<file path="config.mk">
export PLATFORM = sky130hd
export DESIGN_NAME = uart_receiver
export DESIGN_NICKNAME = d
export VERILOG_FILES = /design/src/rtl/uart_receiver.sv
export SDC_FILE = /design/constraint.sdc
export NUM_CORES = 1
export LEC_CHECK = 0
export CORE_MARGIN = 3
export CORE_UTILIZATION = 25
export CTS_CLUSTER_SIZE = 16
export DETAILED_ROUTE_END_ITERATION = 12
export DONT_BUFFER_PORTS = 1
export PLACE_DENSITY_LB_ADDON = 0.3
export SLEW_MARGIN = 20
export SYNTH_ARGS = -nofsm -noshare
export SYNTH_HDL_FRONTEND = slang
export SYNTH_SLANG_ARGS = --single-unit
</file>
<file path="constraint.sdc">
create_clock -name i_clock -period 4.55 [get_ports i_clock]
set_input_delay 0.91 -clock i_clock [delete_from_list [all_inputs] [get_ports i_clock]]
set_output_delay 0.91 -clock i_clock [all_outputs]
set_load 0.02 [all_outputs]
</file>
<file path="src/rtl/uart_receiver.sv">
// 8N1 UART receiver: two-flop input synchronizer, mid-bit sampling FSM,
// one-cycle valid and framing-error strobes, held output byte.
module uart_receiver #(
  parameter int unsigned CLKS_PER_BIT = 87
) (
  input  logic       i_clock,
  input  logic       i_reset_n,
  input  logic       i_RX_Serial,
  output logic [7:0] o_RX_Byte,
  output logic       o_RX_DV,
  output logic       o_RX_Frame_Err,
  output logic       o_RX_Active
);

  localparam int unsigned HALF_BIT = (CLKS_PER_BIT - 1) / 2;
  localparam logic [15:0] HALF_CNT = 16'(HALF_BIT);
  localparam logic [15:0] LAST_CNT = 16'(CLKS_PER_BIT - 1);

  typedef enum logic [2:0] {
    ST_IDLE    = 3'd0,
    ST_START   = 3'd1,
    ST_DATA    = 3'd2,
    ST_STOP    = 3'd3,
    ST_CLEANUP = 3'd4
  } state_e;

  logic        sync1_q, sync2_q;
  logic        rx_s;
  state_e      state_q, state_d;
  logic [15:0] count_q, count_d;
  logic [2:0]  index_q, index_d;
  logic [7:0]  shift_q, shift_d;
  logic [7:0]  byte_q, byte_d;
  logic        dv_q, dv_d;
  logic        fe_q, fe_d;
  logic        active_q, active_d;

  // Synchronizer resets high so releasing reset never looks like a start bit.
  always_ff @(posedge i_clock or negedge i_reset_n) begin
    if (!i_reset_n) begin
      sync1_q <= 1'b1;
      sync2_q <= 1'b1;
    end else begin
      sync1_q <= i_RX_Serial;
      sync2_q <= sync1_q;
    end
  end

  assign rx_s = sync2_q;

  // Receiver state and datapath registers.
  always_ff @(posedge i_clock or negedge i_reset_n) begin
    if (!i_reset_n) begin
      state_q  <= ST_IDLE;
      count_q  <= 16'd0;
      index_q  <= 3'd0;
      shift_q  <= 8'd0;
      byte_q   <= 8'd0;
      dv_q     <= 1'b0;
      fe_q     <= 1'b0;
      active_q <= 1'b0;
    end else begin
      state_q  <= state_d;
      count_q  <= count_d;
      index_q  <= index_d;
      shift_q  <= shift_d;
      byte_q   <= byte_d;
      dv_q     <= dv_d;
      fe_q     <= fe_d;
      active_q <= active_d;
    end
  end

  // Next-state and output logic; strobes default low so each lasts one cycle.
  always_comb begin
    state_d  = state_q;
    count_d  = count_q;
    index_d  = index_q;
    shift_d  = shift_q;
    byte_d   = byte_q;
    dv_d     = 1'b0;
    fe_d     = 1'b0;
    active_d = active_q;

    case (state_q)
      ST_IDLE: begin
        count_d = 16'd0;
        index_d = 3'd0;
        if (!rx_s) begin
          state_d  = ST_START;
          active_d = 1'b1;
        end else begin
          state_d = ST_IDLE;
        end
      end

      ST_START: begin
        if (count_q < HALF_CNT) begin
          count_d = count_q + 16'd1;
        end else if (!rx_s) begin
          state_d = ST_DATA;
          count_d = 16'd0;
        end else begin
          // Low pulse shorter than half a bit: treat as noise.
          state_d  = ST_IDLE;
          count_d  = 16'd0;
          active_d = 1'b0;
        end
      end

      ST_DATA: begin
        if (count_q < LAST_CNT) begin
          count_d = count_q + 16'd1;
        end else begin
          count_d          = 16'd0;
          shift_d[index_q] = rx_s;
          if (index_q < 3'd7) begin
            index_d = index_q + 3'd1;
          end else begin
            index_d = 3'd0;
            state_d = ST_STOP;
          end
        end
      end

      ST_STOP: begin
        if (count_q < LAST_CNT) begin
          count_d = count_q + 16'd1;
        end else begin
          count_d = 16'd0;
          state_d = ST_CLEANUP;
          if (rx_s) begin
            byte_d = shift_q;
            dv_d   = 1'b1;
          end else begin
            fe_d = 1'b1;
          end
        end
      end

      ST_CLEANUP: begin
        // Hold here on a stuck-low line so a break cannot start a new frame.
        if (rx_s) begin
          state_d  = ST_IDLE;
          active_d = 1'b0;
        end else begin
          state_d = ST_CLEANUP;
        end
      end

      default: begin
        state_d  = ST_IDLE;
        count_d  = 16'd0;
        index_d  = 3'd0;
        active_d = 1'b0;
      end
    endcase
  end

  assign o_RX_Byte      = byte_q;
  assign o_RX_DV        = dv_q;
  assign o_RX_Frame_Err = fe_q;
  assign o_RX_Active    = active_q;

endmodule

</file>
==> results.json <==
{
  "critPathKind": "reg -> reg",
  "hold_path_class": "in -> async",
  "cts_buffers": 5,
  "wirelength_mm": 3.63,
  "synth_compound_area_frac": 0.0926,
  "synth_top_family_by_area": "simple AND/OR/NAND/NOR gates",
  "first_pass_iters": 4,
  "rsz0062_at_grt": "false",
  "yosysWarnings": 0,
  "synth.yosys.seq_area_share": 0.536,
  "r2r_start": "count_q[10]$_DFFE_PN0N_",
  "place_congestion": 0.719,
  "relSlewSlack": 0.303,
  "regArea_um2": 1080,
  "synth_cell_types": 42,
  "grtUsageTotal": 0.0857,
  "multiInputGateArea_um2": 870,
  "total_power_mw": 0.775,
  "n_antenna_cell": 0,
  "post_cts_buffers": 0,
  "r2r_end": "o_RX_Byte[5]$_DFFE_PN0P_",
  "synth_edf_count": 0,
  "drtAntennaViolNets": 0,
  "finClkSkew_ns": 0.00567,
  "synthSimpleGateAreaFrac": 0.200,
  "syn2layout_area_growth_pct": 10.4,
  "instances_no_fill": 281,
  "setup_viol": 0,
  "holdBufCountCts": 0,
  "leakage_nw": 1.01,
  "min_period_over_period": 0.502,
  "worstRegToRegCells": 5,
  "synth_area_um2": 2010,
  "synthTopCellsByArea": "dfrtp_1 (51%), mux2_2 (9.5%), nand3_1 (2.7%)",
  "die_y_um": 95.7,
  "synth-adder-area-share": 0.0124,
  "outcome": "completed",
  "first_iter_violations": 117,
  "ys_ff_latch": 43,
  "async_flop_share": 1.00,
  "dp_cells": 273,
  "drive_above_1_share": 0.184,
  "clock_path_buffers": 2,
  "clk_pin_slew_ns": 0.08,
  "crit_path_cell_trace": "nor4_2 -> nand3b_1 -> or3_1 -> nand4_2 -> mux2_2",
  "synth_area_leader_cell": "dfrtp_1",
  "row_count": 32,
  "worstPathArrival_ns": 2.46,
  "worstMarginPinSlew_ns": 1.04,
  "cp_max_fo": 15,
  "cts-root-buf": "clkbuf_8",
  "syn_area_per_cell_um2": 11.1,
  "syn_inst": 182,
  "p_per_area_nw_per_um2": 349,
  "antenna_found_initial": 0,
  "vias": 1289,
  "hold_viol_final": 0,
  "start_util": 0.259,
  "boundaryPins": 14,
  "worst_path_max_delay_cell": "or3_1",
  "overflow": 0,
  "htreeDepth": 2,
  "fin_setup_tns_ns": 0,
  "vias_per_cell": 4.59,
  "hpwl_mm": 2.47,
  "r2r_slack_ns": 2.26,
  "die_area_um2": 9170,
  "syn_nets": 187,
  "cpPeakStageDelay_ns": 0.62,
  "end_kind": "flip-flop",
  "fp.dieW_um": 95.7,
  "final_cell_area_um2": 2220,
  "dpl_cell_area_um2": 2090,
  "wl_per_cell_um": 12.9,
  "grt_max_degree": 44,
  "synth_top_area_share": 0.510,
  "required_ns": 4.73,
  "synth_xor_xnor_area_share": 0.0174,
  "cts.sink_count": 43,
  "grt_pass1_vias": 1220,
  "slew_violations": 0,
  "insertion_delay_ns": 0.29,
  "fillCellCount": 821,
  "start_kind": "flip-flop",
  "fmax_ghz": 0.437,
  "cts_repair_resize_count": 0,
  "drc": 0,
  "fin_crit_ns": 2.29,
  "fin_util": 0.286,
  "vdd_drop_max_mv": 0.113,
  "synthMuxAreaShare": 0.110,
  "cap_violations": 0,
  "io_buffer_count": 0,
  "core_um2": 7770,
  "final_nets": 183,
  "grt_pass1_wl_mm": 6.12,
  "ys.flop_type": "dfrtp_1",
  "tritoncts": "yes"
}
-- report_power, final --
group / switching, mW / internal, mW
combinational: 0.0154 / 0.0116
clock: 0.129 / 0.219
sequential: 0.0116 / 0.388
total: 0.156 / 0.619
-- cells in the mapped netlist (all sizes together), types with 3 or more instances --
library cell,count
nor2,14
nor3,4
clkbuf,9
and2,7
mux2i,3
nor3b,4
inv,3
nand4,3
nor2b,5
dfrtp,41
or3,3
nand2,9
a21oi,9
a21o,3
mux2,17
o21ai,9
nand3,11
xor2,3
-- layer usage --
metal	vias to the layer above	GRT usage	routed length, um	part of all wire
met4	0	0.0320	49	0.014
met3	5	0.0258	123	0.034
li1	641	-	-	-
met1	628	0.124	1820	0.50
met2	15	0.120	1630	0.45
met5	-	0	0	0
-- cell type report --
class / instances / area share
tap: 102 / 0.0574
inverter: 3 / 0.00506
multi-input combinational: 125 / 0.391
clock buffer: 5 / 0.0310
clock inverter: 3 / 0.0304
sequential: 43 / 0.485
-- placed cells by master, fill, tap and decap left out, types with 4 or more instances in the layout --
| master | instances |
|---|---|
| dfrtp_1 | 41 |
| mux2_2 | 17 |
| nor2_1 | 14 |
| nand3_1 | 11 |
| a21oi_1 | 9 |
| nand2_1 | 9 |
| o21ai_0 | 9 |
| and2_1 | 6 |
| nor2b_1 | 5 |
| clkbuf_8 | 5 |
| nor3_1 | 4 |
-- how the worst max path moves through the flow --
stage / start / endpoint
floorplan: count_q[13]$_DFFE_PN0N_ / o_RX_Byte[0]$_DFFE_PN0P_
global placement: count_q[13]$_DFFE_PN0N_ / o_RX_Byte[0]$_DFFE_PN0P_
detailed placement: count_q[15]$_DFFE_PN0N_ / o_RX_Byte[0]$_DFFE_PN0P_
CTS: count_q[10]$_DFFE_PN0N_ / o_RX_Byte[3]$_DFFE_PN0P_
global route: count_q[15]$_DFFE_PN0N_ / o_RX_Byte[5]$_DFFE_PN0P_
finish: count_q[10]$_DFFE_PN0N_ / o_RX_Byte[5]$_DFFE_PN0P_
-- through the flow --
stage | setup slack [ns] | hold WS, ns
after floorplan | 2.63 | 0.345
after global placement | 2.31 | 0.347
after detailed placement | 2.28 | 0.348
after CTS | 2.25 | 0.288
after global routing | 2.11 | 0.280
final | 2.26 | 0.305
-- worst max-delay path: cells and delay by family, from the launching register on --
| family | cells | cell delay [ns] |
|---|---|---|
| flops | 1 | 0.41 |
| simple gates | 4 | 1.39 |
| mux | 1 | 0.36 |
-- cell families after synthesis --
group | Yosys count
simple gates | 69
flops | 43
compound gates | 30
mux | 20
buf+inv | 14
xor+xnor | 4
fa+ha+maj | 2
-- flip-flops by register name, summed over array words and instances, names as in the netlist --
register and cells:
rx_s 1, sync1_q 1, o_RX_DV 1, o_RX_Frame_Err 1, state_q 3, index_q 3, o_RX_Byte 8, count_q 16
shift_q 8, o_RX_Active 1
Power figures use the tool's default switching activity.
